--- config.mk ---
export PLATFORM = sky130hd
export DESIGN_NAME = pc_unit_flat
export DESIGN_NICKNAME = d
export VERILOG_FILES = /design/src/rtl/cpu_pkg.sv /design/src/rtl/pc_unit_if.sv /design/src/rtl/ret_stack.sv /design/src/rtl/pc_unit.sv /design/src/flat_wrapper.sv
export SDC_FILE = /design/constraint.sdc
export NUM_CORES = 1
export LEC_CHECK = 0
export ABC_AREA = 1
export CAP_MARGIN = 10
export CORE_MARGIN = 4
export CORE_UTILIZATION = 28
export DETAILED_ROUTE_END_ITERATION = 8
export PLACE_DENSITY = 0.46
export SYNTH_ARGS = -nofsm -noshare
export SYNTH_HDL_FRONTEND = slang
export SYNTH_SLANG_ARGS = --single-unit
--- constraint.sdc ---
create_clock -name clk -period 8.8 [get_ports clk]
set_input_delay 2.2 -clock clk [delete_from_list [all_inputs] [get_ports clk]]
set_output_delay 2.2 -clock clk [all_outputs]
set_load 0.1 [all_outputs]
--- src/rtl/cpu_pkg.sv ---
// Shared definitions for the instruction controller and the PC/branch unit:
// command opcodes carried on mOperCOU, the PC unit state encoding and the
// branch condition helper.
package cpu_pkg;

  localparam logic [3:0] COU_JEQ  = 4'd1;
  localparam logic [3:0] COU_JGT  = 4'd2;
  localparam logic [3:0] COU_JLT  = 4'd3;
  localparam logic [3:0] COU_JMP  = 4'd5;
  localparam logic [3:0] COU_NEXT = 4'd6;
  localparam logic [3:0] COU_CALL = 4'd7;
  localparam logic [3:0] COU_RET  = 4'd8;

  typedef enum logic [1:0] {
    ST_START  = 2'd0,
    ST_IDLE   = 2'd1,
    ST_RET_RD = 2'd2
  } cou_state_e;

  // Branch decision for the conditional jumps; aeq widens JGT/JLT to >= / <=.
  function automatic logic branch_taken(input logic [3:0] op,
                                        input logic aeq,
                                        input logic eq,
                                        input logic gt,
                                        input logic lt);
    logic taken;
    taken = 1'b0;
    case (op)
      COU_JEQ: taken = eq;
      COU_JGT: taken = gt | (aeq & eq);
      COU_JLT: taken = lt | (aeq & eq);
      default: taken = 1'b0;
    endcase
    return taken;
  endfunction

endpackage

--- src/rtl/pc_unit_if.sv ---
// Command/response bundle between the instruction controller (master) and
// the PC/branch unit (slave).
interface pc_unit_if #(
  parameter int AW    = 15,
  parameter int DEPTH = 8
);
  localparam int DW = $clog2(DEPTH) + 1;

  logic          sCOU;
  logic [3:0]    mOperCOU;
  logic [AW-1:0] dataAddr;
  logic [1:0]    creg1;
  logic [1:0]    creg2;
  logic          aeq;
  logic          cmp_eq;
  logic          cmp_gt;
  logic          cmp_lt;
  logic          prst;

  logic [AW-1:0] pc;
  logic          pc_valid;
  logic          busy;
  logic          stack_err;
  logic [DW-1:0] depth;

  modport master (
    output sCOU, mOperCOU, dataAddr, creg1, creg2, aeq,
           cmp_eq, cmp_gt, cmp_lt, prst,
    input  pc, pc_valid, busy, stack_err, depth
  );

  modport slave (
    input  sCOU, mOperCOU, dataAddr, creg1, creg2, aeq,
           cmp_eq, cmp_gt, cmp_lt, prst,
    output pc, pc_valid, busy, stack_err, depth
  );
endinterface

--- src/rtl/ret_stack.sv ---
// Return-address LIFO: synchronous push, registered read of the top entry,
// and a separate pop that only moves the pointer. The pointer equals the
// occupancy and doubles as the write index.
module ret_stack #(
  parameter int AW    = 15,
  parameter int DEPTH = 8,
  localparam int PW   = $clog2(DEPTH),
  localparam int DW   = PW + 1
) (
  input  logic          clk,
  input  logic          rst,
  input  logic          clr,
  input  logic          push,
  input  logic [AW-1:0] push_data,
  input  logic          rd_req,
  input  logic          pop,
  output logic [AW-1:0] rd_data,
  output logic          full,
  output logic          empty,
  output logic [DW-1:0] depth
);

  logic [AW-1:0] mem [DEPTH];
  logic [PW-1:0] wr_idx;
  logic [PW-1:0] top_idx;

  assign full    = (depth == DW'(DEPTH));
  assign empty   = (depth == '0);
  assign wr_idx  = depth[PW-1:0];
  assign top_idx = wr_idx - PW'(1);

  // Occupancy pointer: clear wins, then push, then pop.
  always_ff @(posedge clk or posedge rst) begin
    // NOTE: sequential state uses non-blocking assignments so every register
    // samples pre-edge values regardless of statement order.
    if (rst) begin
      depth <= '0;
    end else if (clr) begin
      depth <= '0;
    end else if (push && !full) begin
      depth <= depth + DW'(1);
    end else if (pop && !empty) begin
      depth <= depth - DW'(1);
    end
  end

  // Storage and registered top-of-stack read.
  always_ff @(posedge clk) begin
    // NOTE: the array and read register have no reset; only the pointer
    // defines which entries are meaningful, so resetting data buys nothing.
    if (push && !full) begin
      mem[wr_idx] <= push_data;
    end
    if (rd_req && !empty) begin
      rd_data <= mem[top_idx];
    end
  end

endmodule

--- src/rtl/pc_unit.sv ---
// Program-counter and branch unit. Responds to the controller's sCOU strobe
// with a new PC one cycle later (two for RET, which reads the return stack),
// flagged by a single-cycle pc_valid pulse.
module pc_unit
  import cpu_pkg::*;
#(
  parameter int AW    = 15,
  parameter int DEPTH = 8,
  localparam int DW   = $clog2(DEPTH) + 1
) (
  input  logic     clk,
  input  logic     rst,
  pc_unit_if.slave bus
);

  cou_state_e    state, state_n;
  logic [AW-1:0] pc_q, pc_n;
  logic          valid_q, valid_n;
  logic          err_q, err_n;

  logic [AW-1:0] pc_inc;
  logic [AW-1:0] tgt;
  logic          stk_push, stk_rd, stk_pop, stk_clr;
  logic          stk_full, stk_empty;
  logic [AW-1:0] stk_rd_data;
  logic [DW-1:0] stk_depth;

  // creg1[1] and creg2 are reserved bits of the command word.
  logic unused_cmd_bits;
  assign unused_cmd_bits = ^{bus.creg1[1], bus.creg2};

  assign pc_inc = pc_q + AW'(1);
  assign tgt    = bus.creg1[0] ? (pc_q + bus.dataAddr) : bus.dataAddr;

  ret_stack #(
    .AW    (AW),
    .DEPTH (DEPTH)
  ) u_ret_stack (
    .clk       (clk),
    .rst       (rst),
    .clr       (stk_clr),
    .push      (stk_push),
    .push_data (pc_inc),
    .rd_req    (stk_rd),
    .pop       (stk_pop),
    .rd_data   (stk_rd_data),
    .full      (stk_full),
    .empty     (stk_empty),
    .depth     (stk_depth)
  );

  // Next-state, next-PC and stack control; prst overrides everything.
  always_comb begin
    // NOTE: every output of this block gets a default first so no path
    // leaves a value unassigned, which would otherwise infer a latch.
    state_n  = state;
    pc_n     = pc_q;
    valid_n  = 1'b0;
    err_n    = err_q;
    stk_push = 1'b0;
    stk_rd   = 1'b0;
    stk_pop  = 1'b0;
    stk_clr  = 1'b0;

    if (bus.prst) begin
      state_n = ST_START;
      pc_n    = '0;
      err_n   = 1'b0;
      stk_clr = 1'b1;
    end else begin
      case (state)
        ST_START: begin
          valid_n = 1'b1;
          state_n = ST_IDLE;
        end

        ST_IDLE: begin
          if (bus.sCOU) begin
            valid_n = 1'b1;
            case (bus.mOperCOU)
              COU_JMP: pc_n = tgt;
              COU_JEQ, COU_JGT, COU_JLT: begin
                pc_n = branch_taken(bus.mOperCOU, bus.aeq, bus.cmp_eq,
                                    bus.cmp_gt, bus.cmp_lt) ? tgt : pc_inc;
              end
              COU_CALL: begin
                if (stk_full) begin
                  err_n = 1'b1;
                  pc_n  = pc_inc;
                end else begin
                  stk_push = 1'b1;
                  pc_n     = tgt;
                end
              end
              COU_RET: begin
                if (stk_empty) begin
                  err_n = 1'b1;
                  pc_n  = pc_inc;
                end else begin
                  valid_n = 1'b0;
                  stk_rd  = 1'b1;
                  state_n = ST_RET_RD;
                end
              end
              default: pc_n = pc_inc;
            endcase
          end
        end

        ST_RET_RD: begin
          if (bus.sCOU) begin
            err_n = 1'b1;
          end
          pc_n    = stk_rd_data;
          stk_pop = 1'b1;
          valid_n = 1'b1;
          state_n = ST_IDLE;
        end

        default: state_n = ST_START;
      endcase
    end
  end

  // State, PC, valid pulse and sticky error registers.
  always_ff @(posedge clk or posedge rst) begin
    if (rst) begin
      state   <= ST_START;
      pc_q    <= '0;
      valid_q <= 1'b0;
      err_q   <= 1'b0;
    end else begin
      state   <= state_n;
      pc_q    <= pc_n;
      valid_q <= valid_n;
      err_q   <= err_n;
    end
  end

  assign bus.pc        = pc_q;
  assign bus.pc_valid  = valid_q;
  assign bus.busy      = (state == ST_RET_RD);
  assign bus.stack_err = err_q;
  assign bus.depth     = stk_depth;

endmodule

--- src/flat_wrapper.sv ---
// flat-port wrapper written by rule: the top's interface ports become plain ports
module pc_unit_flat import cpu_pkg::*;
#(
  parameter int AW    = 15,
  parameter int DEPTH = 8,
  localparam int DW   = $clog2(DEPTH) + 1
)
  (clk, rst, bus_sCOU, bus_mOperCOU, bus_dataAddr, bus_creg1, bus_creg2, bus_aeq, bus_cmp_eq, bus_cmp_gt, bus_cmp_lt, bus_prst, bus_pc, bus_pc_valid, bus_busy, bus_stack_err, bus_depth);
  pc_unit_if #(.AW(AW), .DEPTH(DEPTH)) bus_i ();
  input  logic clk;
  input  logic rst;
  input wire logic [$bits(bus_i.sCOU)-1:0] bus_sCOU;
  input wire logic [$bits(bus_i.mOperCOU)-1:0] bus_mOperCOU;
  input wire logic [$bits(bus_i.dataAddr)-1:0] bus_dataAddr;
  input wire logic [$bits(bus_i.creg1)-1:0] bus_creg1;
  input wire logic [$bits(bus_i.creg2)-1:0] bus_creg2;
  input wire logic [$bits(bus_i.aeq)-1:0] bus_aeq;
  input wire logic [$bits(bus_i.cmp_eq)-1:0] bus_cmp_eq;
  input wire logic [$bits(bus_i.cmp_gt)-1:0] bus_cmp_gt;
  input wire logic [$bits(bus_i.cmp_lt)-1:0] bus_cmp_lt;
  input wire logic [$bits(bus_i.prst)-1:0] bus_prst;
  output wire logic [$bits(bus_i.pc)-1:0] bus_pc;
  output wire logic [$bits(bus_i.pc_valid)-1:0] bus_pc_valid;
  output wire logic [$bits(bus_i.busy)-1:0] bus_busy;
  output wire logic [$bits(bus_i.stack_err)-1:0] bus_stack_err;
  output wire logic [$bits(bus_i.depth)-1:0] bus_depth;
  assign bus_i.sCOU = bus_sCOU;
  assign bus_i.mOperCOU = bus_mOperCOU;
  assign bus_i.dataAddr = bus_dataAddr;
  assign bus_i.creg1 = bus_creg1;
  assign bus_i.creg2 = bus_creg2;
  assign bus_i.aeq = bus_aeq;
  assign bus_i.cmp_eq = bus_cmp_eq;
  assign bus_i.cmp_gt = bus_cmp_gt;
  assign bus_i.cmp_lt = bus_cmp_lt;
  assign bus_i.prst = bus_prst;
  assign bus_pc = bus_i.pc;
  assign bus_pc_valid = bus_i.pc_valid;
  assign bus_busy = bus_i.busy;
  assign bus_stack_err = bus_i.stack_err;
  assign bus_depth = bus_i.depth;
  pc_unit #(.AW(AW), .DEPTH(DEPTH)) u_core (.clk(clk), .rst(rst), .bus(bus_i));
endmodule
After elaboration in Yosys (flattened, before gate mapping)
Memories as Yosys holds them, arrays and structs flattened. A register that Yosys moved wholly into a read port is not among the register bits.
Index checks and enable logic that the tools add are counted.
{ "totals": {"reg_bits": 23, "ram_bits": 120, "mem_count": 1} }
{ "classes": {"add_sub_neg": 5, "n_eq_ne": 16, "mux": 48, "bitwise": 3, "n_reduce_logical": 14} }
{ "memory_table": {"columns": ["name", "depth", "width", "read_ports", "rd_ports_with_merged_regs", "wr", "line", "rtl"], "rows": [
  ["u_core.u_ret_stack.mem", 8, 15, 1, 1, 1, "ret_stack.sv:23", "logic [AW-1:0] mem [DEPTH];"]
]} }
{ "op_table": {"columns": ["operator", "count"], "rows": [
  ["15-bit 2-to-1 mux", 6],
  ["15-bit one-hot mux with 4 select lines", 1],
  ["15-bit one-hot mux with 2 select lines", 1],
  ["1-bit 2-to-1 mux", 28],
  ["15-bit by 1-bit adder with 15-bit output, second input constant", 1],
  ["15-bit adder", 1],
  ["4-bit 2-to-1 mux", 3],
  ["3-bit != test, second input constant", 3],
  ["4-bit by 2-bit equality test with 1-bit output, second input constant", 2],
  ["4-bit by 3-bit equality test with 1-bit output, second input constant", 2],
  ["4-bit equality test, second input constant", 2],
  ["2-bit 2-to-1 mux", 4],
  ["4-bit != test, second input constant", 2],
  ["1-bit one-hot mux with 2 select lines", 3],
  ["3-bit AND reduction", 2],
  ["6-bit AND reduction", 1],
  ["3-bit nonzero test", 2],
  ["4-bit by 1-bit adder with 4-bit output, second input constant", 1],
  ["4-bit by 1-bit equality test with 1-bit output, second input constant", 1],
  ["4-bit logical NOT", 1],
  ["4-bit by 3-bit != test with 1-bit output, second input constant", 1],
  ["2-bit one-hot mux with 2 select lines", 1],
  ["4-bit by 1-bit subtractor with 4-bit output, second input constant", 1],
  ["1-bit logical AND", 3],
  ["other kinds (11)", 13]
]} }

Depth between registers and ports, before layout
{ "logic_depth": {"ltp_word": 12, "mapped_depth": 16} }

Cells and area by module
From an unflattened synthesis, not the netlist that was laid out.
{ "hier_totals": {"cells_unflattened": 920, "area_unflattened_um2": 8281.7} }
{ "by_module_without_submodules": {"columns": ["module", "n_inst", "cells_each", "area_per_inst_um2"], "rows": [
  ["ret_stack", 1, 471, 5664.2],
  ["pc_unit", 1, 449, 2617.5]
]} }

Worst setup path before layout
No wires, ideal clock.
{ "synth_path": {"path_kind": "input port to flip-flop", "startpoint": "in bus_prst", "endpoint": "mem u_core.u_ret_stack.mem[0][0] (enable)", "setup_time_ps": 406, "t_arrival_ps": 4036, "t_required_ps": 8394, "setup_slack_ps": 4358, "stages": 7, "n_path_buf": 0, "cell_sequence": "inv_1 > nand2_1 > inv_1 > nand3_2 > inv_1 > nand2_1 > nor3_1"} }
{ "synth_between": {"elab_chain_cells": 4} }
{ "synth_lines": {"columns": ["element", "line", "rtl"], "rows": [
  ["from (decl)", "flat_wrapper.sv:21", "input wire logic [$bits(bus_i.prst)-1:0] bus_prst;"],
  ["1-bit 2-to-1 mux", "pc_unit.sv:65", "if (bus.prst) begin"],
  ["1-bit logical AND", "ret_stack.sv:51", "if (push && !full) begin"],
  ["1-bit 2-to-1 mux", "ret_stack.sv:51", null],
  ["1-bit 2-to-1 mux (not written as such)", "ret_stack.sv:52", "mem[wr_idx] <= push_data;"],
  ["to (decl)", "ret_stack.sv:23", null]
]} }
No other way between the ends.

Final worst setup path
{ "layout_path": {"startpoint": "reg u_core.state[1]", "endpoint": "out bus_busy"} }
{ "layout_between": {"elab_chain_cells": 1} }
{ "layout_lines": {"columns": ["element", "line", "rtl"], "rows": [
  ["from (decl)", "pc_unit.sv:16", "cou_state_e state, state_n;"],
  ["from (signal assigned)", "pc_unit.sv:133", "state <= state_n;"],
  ["2-bit equality test", "pc_unit.sv:142", "assign bus.busy = (state == ST_RET_RD);"],
  ["to (decl)", "flat_wrapper.sv:24", "output wire logic [$bits(bus_i.busy)-1:0] bus_busy;"]
]} }
No other way between the ends.

==> run metrics <==
status=completed; syn_nets=roughly 960; Critical Path RT=6.60 ns; Final setup viols=0; Setup CP Type=flip-flop to primary output; cell area power density=221 nW/um^2; clk_skew=~0.0096 ns; CTS tree=yes; Syn-to-layout area delta=18.8%; RSZ-0062 raised after global routing=no; post-CTS setup buffers=0; post-synthesis sequential area ratio=0.567; Avg Inst Size Synth=approximately 9 um^2; pin count of the biggest net entering global routing=66; fin. max-slew vios=0; crit path launch type=flip-flop; hpwl dp=13,600 um; placed cells=about 1,300; post_cts resized=0; Syn. warnings=0; die width=around 180 um; remaining global-route overflow=0; routed vias/inst=between 4 and 5; RePlAce Congestion=between 0.7 and 0.8; clock root buffer=clkbuf_16; share of layout cells above drive strength 1=0.0822; mapped cell area=roughly 8200 um^2; FMAX=182 MHz; Final Non-Filler Cells=about 1,400; area of the core=about 29,000 um^2; register area=between 4000 and 5000 um^2; Hold Path Depth=1; CP Max Fanout=25; Max-Cap Viols=0; Setup TNS=0 ns; Max Root-Sink Buffers=2; CP arrival=approximately 3.3 ns; minimum clock period=approximately 5.5 ns; commonest cells after routing, fill and taps aside=nand2_1 (198), nor2_1 (170), edfxtp_1 (135); Reg clk slew, reported paths=~0.070 ns; drt first pass iters=6; Peak VDD IR=just over 0.00009 V; routed wire length=approximately 21,000 um; Slew HR=0.213; clock latency on the worst-skew pair=between 0.4 and 0.5 ns; CP endpoint kind=primary output; DR vias=roughly 6,000; initial antenna violation count=0; nets=1,011; worst slew pin tran=1.18 ns; Die Span Y=~180 um; Initial Util=0.285; drt wl/cell=roughly 15 um; Post-Syn Instances=911; Die Area=between 30,000 and 40,000 um^2; worst min-delay path class=flip-flop to flip-flop; vias in the first global route=a little under 6,000; Multi-input gate area=between 3000 and 4000 um^2; CTS sink count=158; Hold Buf Count CTS=0; Final Cycle Share=0.625; most common cell after layout, fill and taps aside=nand2_1; Num CTS Buffers=17; fillers=2,947; first-pass GRT wire length=between 30,000 and 40,000 um; port bufs=49; H-tree depth=4; Rows=62; Hold Slack=slightly above 0.5 ns; Seq cells post-synth=158; Detailed Route Iter0 Violations=roughly 360; Leak=3.99 nW; DRT antenna net count=0; DRC violations left=0; GRT Total Usage=0.134; Top-Level Pins=53; post-synthesis cell type count=35; worst r2r path cells=10; Final Hold Fails=0
-- power by group --
part           internal, mW  switching, mW
registers             0.859         0.0326
clock network         0.389          0.296
logic                 0.165          0.407
total                  1.41          0.735
-- logic make-up (layout without fill, tap and decap cells) --
logic type,count (synthesis),count (layout),share of synthesized area
buffers and inverters,128,190,0.0617
other,0,1,0
XOR/XNOR,13,13,0.0139
AND/OR/NAND/NOR,471,471,0.243
flip-flops,158,158,0.567
adder cells (fa/ha/maj),20,20,0.0325
AO/OA/AOI/OAI,121,121,0.0818
-- path summary, 6_finish.rpt --
check / slack, ns / from / end
hold reg to reg: 0.51 / u_core.state[1] / u_core.bus.pc_valid
max in group asynchronous: 5.84 / rst / u_core.u_ret_stack.depth[0]
hold / removal: 0.51 / u_core.state[1] / u_core.bus.pc_valid
min in group asynchronous: 2.30 / rst / u_core.bus.stack_err
setup reg to reg: 4.85 / u_core.u_ret_stack.depth[0] / u_core.u_ret_stack.rd_data[4]
setup / recovery: 3.30 / u_core.state[1] / bus_busy
-- synth_stat cells (all sizes together) --
master / n / area share
nand3b: 1 / 0.00092
o21bai: 4 / 0.0037
o41ai: 1 / 0.0011
nand3: 56 / 0.036
nand2: 202 / 0.095
o21ai: 70 / 0.043
clkbuf: 26 / 0.012
clkinv: 2 / 0.00092
dfrtp: 23 / 0.070
edfxtp: 135 / 0.50
a21oi: 12 / 0.0074
buf: 5 / 0.0052
ha: 18 / 0.028
nor3: 12 / 0.0080
nand4: 10 / 0.0077
o22ai: 18 / 0.014
xor2: 9 / 0.0097
xnor2: 4 / 0.0043
fa: 2 / 0.0049
a31oi: 15 / 0.011
inv: 95 / 0.044
or2: 14 / 0.011
o211ai: 1 / 0.0015
nor2: 176 / 0.085
-- critical path, cell delays in order, from the launching register on --
cell	delay (ns)
dfrtp_1	0.40
nand2_1	0.70
clkinv_1	0.65
clkdlybuf4s50_1	1.13
-- area by class of cell --
| class | count | share of cell area |
|---|---|---|
| repair buffers | 61 | 0.0598 |
| well taps | 384 | 0.0495 |
| diodes | 1 | 0.000258 |
| flip-flops and latches | 158 | 0.477 |
| inverters | 97 | 0.0375 |
| clock buffers | 18 | 0.0442 |
| multi-input cells | 625 | 0.319 |
| clock inverters | 14 | 0.0124 |
-- state kept, by name, indices dropped and copies added, names as in the netlist --
register,cells
u_core.u_ret_stack.mem,120
u_core.bus.stack_err,1
u_core.bus.pc_valid,1
u_core.u_ret_stack.depth,4
u_core.bus.pc,15
u_core.state,2
u_core.u_ret_stack.rd_data,15
-- per-stage QoR --
stage          worst slack [ns]  cell area [um^2]  power [mW]  utilization
2_1_floorplan              4.36              8170        1.31            -
3_3_place_gp               3.66              9150        1.48        0.319
3_5_place_dp               3.65              9150        1.48        0.319
4_1_cts                    3.21              9700        2.17        0.338
5_1_grt                    3.07              9700        2.26        0.338
6_report                   3.30              9700        2.15        0.338
-- metal layers --
metal	global-route usage	share of wire
met4	0.0326	0.0086
met3	0.0234	0.030
met5	0	0
met1	0.180	0.48
met2	0.227	0.48
(Power assumes the default switching activity.)
==> patch: new RTL, same flow settings <==
`AW` is set to 15 in 4 places; all go to 14.
--- a/src/rtl/pc_unit_if.sv
+++ b/src/rtl/pc_unit_if.sv
@@ -3,3 +3,3 @@
 interface pc_unit_if #(
-  parameter int AW    = 15,
+  parameter int AW    = 14,
   parameter int DEPTH = 8
--- a/src/rtl/ret_stack.sv
+++ b/src/rtl/ret_stack.sv
@@ -4,3 +4,3 @@
 module ret_stack #(
-  parameter int AW    = 15,
+  parameter int AW    = 14,
   parameter int DEPTH = 8,
--- a/src/rtl/pc_unit.sv
+++ b/src/rtl/pc_unit.sv
@@ -6,3 +6,3 @@
 #(
-  parameter int AW    = 15,
+  parameter int AW    = 14,
   parameter int DEPTH = 8,
--- a/src/flat_wrapper.sv
+++ b/src/flat_wrapper.sv
@@ -3,3 +3,3 @@
 #(
-  parameter int AW    = 15,
+  parameter int AW    = 14,
   parameter int DEPTH = 8,
Ports: changed (resized bus_dataAddr and bus_pc); port bits go from 53 to 51. The function was not compared with the original's and may differ.
==> patch against the unedited design <==
- wire length shrank 2.7%
- worst hold slack lost 0.0079 ns
- power down 4.0%
- cell area fell by 5.7%
- worst setup slack improved by 0.69 ns
- clock power grew 3%
- sequential share of layout area down 0.34 points
- register-to-register slack gained 0.08 ns
- sequential cell count down 10
- final cell count fell by 9.6%
- area after synthesis fell by 6.0%
==> patch: results (changes against the unedited design) <==
largest net degree at the start of global routing 62 (-6.1%); Inserted Clock Buffers 17 (unchanged); syn_nets 873 (-9.3%); top cells by area, synth edfxtp_1 49%, nand2_1 8.1%, nor2_1 7.3%; Post-Route Skew 0.01281 ns (+0.003237 ns); drt pass-1 iters 4 (-2); Lkg Pwr 0.003648 uW (-8.6%); met3 wire len 776 microns (+23%); ant diodes 0 (-1); hold_sp u_core.state[1]; Antenna Nets Post-Route 0 (unchanged); DR iter-0 viols 357 (-1.9%); M1 WL 9.869 mm (-1.4%); first-pass GRT wire length 32.37 mm (-1.2%); number of synthesized flops with an enable pin 126 (-6.7%); vias 5708 (-5.4%); WL met2 9.333 mm (-6.7%); max reg flops 112 (-6.7%); Peak VDD IR 139.9 uV (+51%); Root Buffer clkbuf_16; layout cell share with drive strength beyond 1 11.16% (+2.9 points); Final GP Congestion 0.8461 (+6.1%); Port Buffers 47 (-4.1%); Layout fillers 2730 (-7.4%); dpl cells 1196 (-9.7%); status complete, no violations; GRT Total Usage 13.81% (+0.38 points); final wirelength 20.26 mm (-2.7%); crit-path max FO 60 (+140%); top cells by count, synth 166 x nand2_1, 150 x nor2_1, 126 x edfxtp_1; register area share after synthesis 56.43% (-0.25 points); clk_lat worst skew around 0.43 ns; Vias per Instance 4.648 (+4.6%); Ys Warns 0 (unchanged); Post-synth ARST share 14.86% (+0.31 points); Synth cell types 41 (+17%); vias in the first global route 5575 (-5.1%); total grt overflow 0 (unchanged); Total Nets Final 923 (-8.7%); syn avg cell area 9.322 sq um (+4.0%); H-tree depth 4 (unchanged); Rel. slew slack 32.90% (+12 points); reg-to-reg setup timing slack 4.93 ns (+0.08 ns); WHS 0.5027 ns (-0.007872 ns); max incr delay on CP 1.26 ns (+0.13 ns); Arr. time, crit path 2.61 ns (-0.69 ns); hpwl dp 13.53 mm (-0.28%); Crit. Startpoint u_core.u_ret_stack.depth[0]; Most flops, register u_core.u_ret_stack.mem
[patch: report_power, final]
part | total (uW) | internal, uW | switching (uW)
Clock | 702 | 396 | 306
Sequential | 834 | 802 | 32.4
Combinational | 525 | 153 | 372
[patch: cell families (layout without fill, tap and decap cells)]
| kind of cell | after synthesis | count (layout) | synth area share [%] |
|---|---|---|---|
| compound gates | 115 | 115 | 8.405 |
| xor+xnor | 17 | 17 | 2.036 |
| fa+ha+maj | 19 | 19 | 3.290 |
| buf+inv | 101 | 164 | 5.506 |
| flops | 148 | 148 | 56.43 |
| simple gates | 424 | 424 | 24.34 |
[patch: cell type report]
class                           instances  area [sq um]  area share [%]
Clock buffer                           17         425.4           4.651
Clock inverter                         15         143.9           1.573
Inverter                               73         279.0           3.051
Multi-Input combinational cell        575          2975           32.53
Sequential cell                       148          4335           47.40
Tap cell                              341         426.7           4.665
Timing Repair Buffer                   59         560.5           6.129
[patch: worst paths after layout]
path / end / cells after the start
max in group asynchronous: u_core.u_ret_stack.depth[0] / 2
setup reg to reg: u_core.u_ret_stack.rd_data[13] / 9
min in group asynchronous: u_core.state[0] / 2
setup / recovery: bus_depth[0] / 2
hold / removal: u_core.bus.pc_valid / 1
hold reg to reg: u_core.bus.pc_valid / 1
[patch: metal layers]
metal	vias up	track usage, %
li1	2884	-
met1	2703	19.50
met2	106	21.60
met3	15	2.835
met4	0	3.893
met5	-	0
[patch: per-stage QoR]
stage	power [uW]	area [sq um]	setup slack, ns
3_3_place_gp	1384	8577	3.825
3_5_place_dp	1384	8577	3.760
6_report	2061	9146	3.994
5_1_grt	2178	9146	3.878
4_1_cts	2088	9146	3.961
2_1_floorplan	1221	7681	4.481
